--- src/rtl/uram_readout_requester.sv ---
// uram_readout_requester
//
// Queues readout start addresses from single-cycle triggers and hands them,
// one at a time, to a URAM readout engine over an AXI-Stream style address
// channel. An issue is allowed only while the number of readouts that have
// been handed over but not yet finished downstream is below MAX_OUTSTANDING.
// After each handshake the block waits for the engine's begin_i pulse and
// gives up after BEGIN_TIMEOUT cycles.
//
// Ports
//   memclk          sole clock
//   memclk_rst_i    synchronous active-high reset
//   trig_i          single-cycle readout request
//   trig_addr_i     readout start address, captured with trig_i
//   trig_full_o     request FIFO full (requests arriving now are dropped)
//   m_axis_tdata    address to the readout engine
//   m_axis_tvalid   address valid
//   m_axis_tready   engine accepts address
//   begin_i         engine started the accepted readout
//   done_i          downstream buffer finished one readout
//   outstanding_o   readouts issued and not yet done
//   drop_count_o    requests lost to a full FIFO, saturating
//   err_o           sticky protocol error
module uram_readout_requester #(
  parameter int FIFO_DEPTH      = 4,
  parameter int MAX_OUTSTANDING = 2,
  parameter int BEGIN_TIMEOUT   = 255
) (
  input  logic        memclk,
  input  logic        memclk_rst_i,
  input  logic        trig_i,
  input  logic [15:0] trig_addr_i,
  output logic        trig_full_o,
  output logic [15:0] m_axis_tdata,
  output logic        m_axis_tvalid,
  input  logic        m_axis_tready,
  input  logic        begin_i,
  input  logic        done_i,
  output logic [1:0]  outstanding_o,
  output logic [15:0] drop_count_o,
  output logic        err_o
);

  localparam int DATA_W = 16;
  localparam int AW     = $clog2(FIFO_DEPTH);
  localparam int PW     = AW + 1;
  localparam int TMO_W  = $clog2(BEGIN_TIMEOUT + 1);
  localparam logic [TMO_W-1:0] TMO_LAST = TMO_W'(BEGIN_TIMEOUT - 1);

  typedef enum logic [1:0] {
    IDLE,
    ISSUE,
    WAIT_BEGIN
  } state_t;

  function automatic logic [15:0] sat_inc16(input logic [15:0] v);
    return (v == 16'hFFFF) ? v : v + 16'd1;
  endfunction

  state_t            state;
  logic [DATA_W-1:0] fifo_mem [FIFO_DEPTH];
  logic [PW-1:0]     wr_ptr;
  logic [PW-1:0]     rd_ptr;
  logic [PW-1:0]     wr_ptr_nxt;
  logic [PW-1:0]     rd_ptr_nxt;
  logic [TMO_W-1:0]  tmo_cnt;
  logic              push;
  logic              pop;
  logic              fifo_empty;
  logic              full_nxt;
  logic              credit_ok;
  logic              hs;
  logic              done_ok;
  logic              done_err;
  logic              begin_err;

  always_comb begin
    // The push is gated by the registered full flag, so a pop on the same
    // edge as a push-while-full never rescues the new request.
    push       = trig_i && !trig_full_o;
    fifo_empty = (wr_ptr == rd_ptr);
    credit_ok  = (outstanding_o < 2'(MAX_OUTSTANDING));
    pop        = (state == IDLE) && !fifo_empty && credit_ok;
    hs         = (state == ISSUE) && m_axis_tready;
    done_ok    = done_i && (outstanding_o != 2'd0);
    done_err   = done_i && (outstanding_o == 2'd0);
    begin_err  = begin_i && (state != WAIT_BEGIN);
    wr_ptr_nxt = push ? wr_ptr + PW'(1) : wr_ptr;
    rd_ptr_nxt = pop  ? rd_ptr + PW'(1) : rd_ptr;
    // Same index, different lap bit: writer is a full lap ahead.
    full_nxt   = (wr_ptr_nxt[AW] != rd_ptr_nxt[AW]) &&
                 (wr_ptr_nxt[AW-1:0] == rd_ptr_nxt[AW-1:0]);
  end

  // Storage only; occupancy lives in the pointers, so no reset is needed.
  always_ff @(posedge memclk) begin
    if (push && !memclk_rst_i) begin
      fifo_mem[wr_ptr[AW-1:0]] <= trig_addr_i;
    end
  end

  always_ff @(posedge memclk) begin
    if (memclk_rst_i) begin
      state         <= IDLE;
      wr_ptr        <= '0;
      rd_ptr        <= '0;
      trig_full_o   <= 1'b0;
      m_axis_tvalid <= 1'b0;
      m_axis_tdata  <= '0;
      outstanding_o <= 2'd0;
      drop_count_o  <= 16'd0;
      err_o         <= 1'b0;
      tmo_cnt       <= '0;
    end else begin
      wr_ptr      <= wr_ptr_nxt;
      rd_ptr      <= rd_ptr_nxt;
      trig_full_o <= full_nxt;

      if (trig_i && trig_full_o) begin
        drop_count_o <= sat_inc16(drop_count_o);
      end

      // Credit bookkeeping: an issue and a completion on one edge cancel.
      case ({hs, done_ok})
        2'b10:   outstanding_o <= outstanding_o + 2'd1;
        2'b01:   outstanding_o <= outstanding_o - 2'd1;
        default: outstanding_o <= outstanding_o;
      endcase

      if (done_err || begin_err) begin
        err_o <= 1'b1;
      end

      case (state)
        IDLE: begin
          if (pop) begin
            m_axis_tdata  <= fifo_mem[rd_ptr[AW-1:0]];
            m_axis_tvalid <= 1'b1;
            state         <= ISSUE;
          end
        end
        ISSUE: begin
          if (hs) begin
            m_axis_tvalid <= 1'b0;
            tmo_cnt       <= '0;
            state         <= WAIT_BEGIN;
          end
        end
        WAIT_BEGIN: begin
          if (begin_i) begin
            state <= IDLE;
          end else if (tmo_cnt == TMO_LAST) begin
            err_o <= 1'b1;
            state <= IDLE;
          end else begin
            tmo_cnt <= tmo_cnt + TMO_W'(1);
          end
        end
        default: state <= IDLE;
      endcase
    end
  end

endmodule
--- config.mk ---
export PLATFORM = sky130hd
export DESIGN_NAME = uram_readout_requester
export DESIGN_NICKNAME = d
export VERILOG_FILES = /design/src/rtl/uram_readout_requester.sv
export SDC_FILE = /design/constraint.sdc
export NUM_CORES = 1
export LEC_CHECK = 0
export BUFFER_PORTS_ARGS = -buffer_cell sky130_fd_sc_hd__buf_2
export CAP_MARGIN = 30
export CORE_ASPECT_RATIO = 0.9
export CORE_UTILIZATION = 62
export DETAILED_ROUTE_END_ITERATION = 16
export PLACE_DENSITY = 0.94
export SYNTH_ARGS = -nofsm -noshare
export SYNTH_HDL_FRONTEND = slang
export SYNTH_SLANG_ARGS = --single-unit
--- constraint.sdc ---
create_clock -name memclk -period 3.76 [get_ports memclk]
set_input_delay 0.564 -clock memclk [delete_from_list [all_inputs] [get_ports memclk]]
set_output_delay 0.564 -clock memclk [all_outputs]
set_load 0.005 [all_outputs]
==> key figures <==
Run status
  – Status: completed

Route
  – Drt wl/cell: between 15 and 20 um
  – Detailed Route Iter0 Violations: approximately 140
  – ANT nets after route: 0
  – Routed wire length: 8940 um
  – DR pass1 iterations: 4
  – Total number of vias: slightly below 3000
  – Drt drc: 0
  – Vias/cell: 5.70

Worst hold path
  – Tightest Hold Check Type: input port to flop
  – Hold Path Origin: trig_addr_i[5]

Final layout
  – Proportion of layout cells with a drive suffix above 1: 0.261
  – Final Net Count: around 440
  – Synth-to-layout area growth: 18.8%
  – Ant diodes: 0
  – Fin area: 5640 um2

Setup path
  – Crit end category: flop
  – Worst Setup SP: rd_ptr[0]
  – Cell Chain, Critical Path: buf_4 > xnor2_1 > a31oi_4 > buf_4 > mux2i_1 > xor2_1 > nor4_2
  – Req. time, crit path: 4190 ps
  – CP max FO: 20
  – Crit path DAT: about 2600 ps
  – Critical Setup Path Class: flop to flop
  – CP dominant cell by count: buf_4
  – Worst setup SP type: flop
  – Worst reg2reg startpoint: rd_ptr[0]
  – Slowest cell on crit path: buf_4
  – Critical path's largest stage delay: ~350 ps

Clock network
  – Post-CTS setup buffer count: 0
  – CTS sink count: approximately 120
  – Hold_buf cts: 0
  – CTS root buf: clkbuf_8
  – Worst-path clk slew: 60 ps
  – Worst-Skew Late Latency: roughly 520 ps
  – CTS tree: yes
  – TritonCTS Buffers: 17
  – Htree depth: 4
  – Post-CTS sizing: 0
  – Clock buffer depth: 2

Global route
  – Initial antenna violation count: 0
  – First-pass GRT wire length: 14400 um
  – Global-route usage over all layers: 0.250
  – Vias in the first global route: approximately 3000
  – Largest net degree at the start of global routing: between 40 and 50
  – GR Overflow Total: 0

Yosys
  – Post-synth top area cell: edfxtp_1
  – Most frequent cell after synthesis: edfxtp_1
  – Post-synth top cells: edfxtp_1 (64), dfxtp_1 (53), nor2_1 (52)
  – Yosys warnings: 0
  – Syn avg cell area: 13.8 um2
  – Syn Inst Count: about 340
  – Asr flop ratio synth: 0
  – Sequential share of the synthesized area: 0.629
  – Synthesized cell area: 4740 um2
  – Syn_nets: around 380
  – Count of cell types in the netlist: 38
  – Area contributors post-synth: edfxtp_1 (41%), dfxtp_1 (22%), mux4_2 (7.6%)
  – Post-synth top flop: edfxtp_1
  – Post-synth EDFFs: 64
  – Flops & latches, synth: 117
  – Post-synth top area share: 0.405

Run
  – Max Cap Violations: 0

Pwr
  – Max VDD drop: a little under 0.0005 V
  – Leakage: between 2 and 2.5 nW
  – Power Density: about 700 nW/um2

Placed design
  – Setup Slack @ Placement: 1340 ps
  – Placed standard-cell area: 5100 um2
  – Post-DP HPWL: 5520 um
  – Gp weighted congestion: 0.815
  – Number of port buffers: 58

STA
  – Fin. max-slew vios: 0
  – Setup_tns: 0 ps
  – RSZ-0062 raised after global routing: no
  – Worst Skew: around 9.4 ps
  – Final Critical Period: 2130 ps
  – Max frequency: about 0.47 GHz
  – Setup violators final: 0
  – Max-slew headroom: 0.402
  – Worst slew pin tran: 897 ps
  – Period utilization: 0.566
  – Final hold vios: 0
  – Final worst slack: 1630 ps
  – Fin Hold WS: approximately 260 ps

Floorplanning
  – Die height: between 80 and 90 um
  – Die width: around 94 um
  – Core Box Area: around 7200 um2
  – # rows: 29
  – Full die area: 8000 um2
  – Total I/O pin count: between 50 and 60
  – Initial Utilization: 0.657
state kept, by name, indices dropped and copies added (netlist names):
signal         flops
m_axis_tdata      16
trig_full_o        1
drop_count_o      16
state              2
rd_ptr             3
wr_ptr             3
tmo_cnt            8
m_axis_tvalid      1
err_o              1
fifo_mem          64
outstanding_o      2
cell families (layout without fill, tap and decap cells):
logic type,after synthesis,count (layout),synth area share
simple gates,110,110,0.115
mux,36,36,0.119
fa+ha+maj,9,9,0.0237
buf+inv,19,100,0.0198
compound gates,21,21,0.0322
flops,117,117,0.629
xor+xnor,32,32,0.0607
worst max-delay path, delay by kind of cell, from the launching register on:
| family | cells | cell delay (ps) |
|---|---|---|
| buffers and inverters | 2 | 700 |
| multiplexers | 1 | 330 |
| flip-flops | 1 | 310 |
| XOR/XNOR | 2 | 310 |
| AND/OR/NAND/NOR | 1 | 240 |
| AO/OA/AOI/OAI | 1 | 150 |
final timing paths:
check	to	slack, ps	cells past startpoint
max	trig_full_o	1630	7
min reg2reg	m_axis_tdata[0]	490	2
min	fifo_mem[2][5]	260	1
max reg2reg	trig_full_o	1630	7
routing by layer:
metal,wire [um],GRT usage,up-vias
li1,-,-,1407
met1,3640,0.294,1438
met2,4750,0.425,95
met3,418,0.0789,15
met4,130,0.0979,0
met5,0,0,-
power breakdown:
part | leakage, nW | internal (W) | total (W) | switching, W
clock network | 0.251 | 0.000873 | 0.00144 | 0.000564
logic | 0.878 | 0.000419 | 0.000850 | 0.000431
registers | 1.01 | 0.00149 | 0.00157 | 0.0000833
total | 2.14 | 0.00278 | 0.00386 | 0.00108
area by class of cell:
class | count | area (um2)
fill | 423 | 1590
timing repair buffer | 61 | 313
multi-input combinational | 208 | 1670
sequential | 117 | 2980
tap | 93 | 116
clock inverter | 12 | 106
inverter | 7 | 26.3
clock buffer | 20 | 425
cells in the final DEF (no fill, tap or decap), drive strengths merged, types with 5 or more instances in the layout:
cell    instances
a21oi           7
and2            6
and3            7
buf            61
clkbuf         20
clkinv          5
dfxtp          53
edfxtp         64
ha              9
inv             9
mux2i          19
mux4           16
nand2           9
nand3           8
nand4           8
nor2           52
xnor2          10
xor2           22
per-stage QoR:
step,utilization,std cells,total power (W)
finish,0.780,518,0.00386
global route,0.780,518,0.00404
CTS,0.780,518,0.00389
detailed placement,0.707,486,0.00245
global placement,0.707,486,0.00241
floorplan,-,344,0.00224
Power figures use the tool's default switching activity.
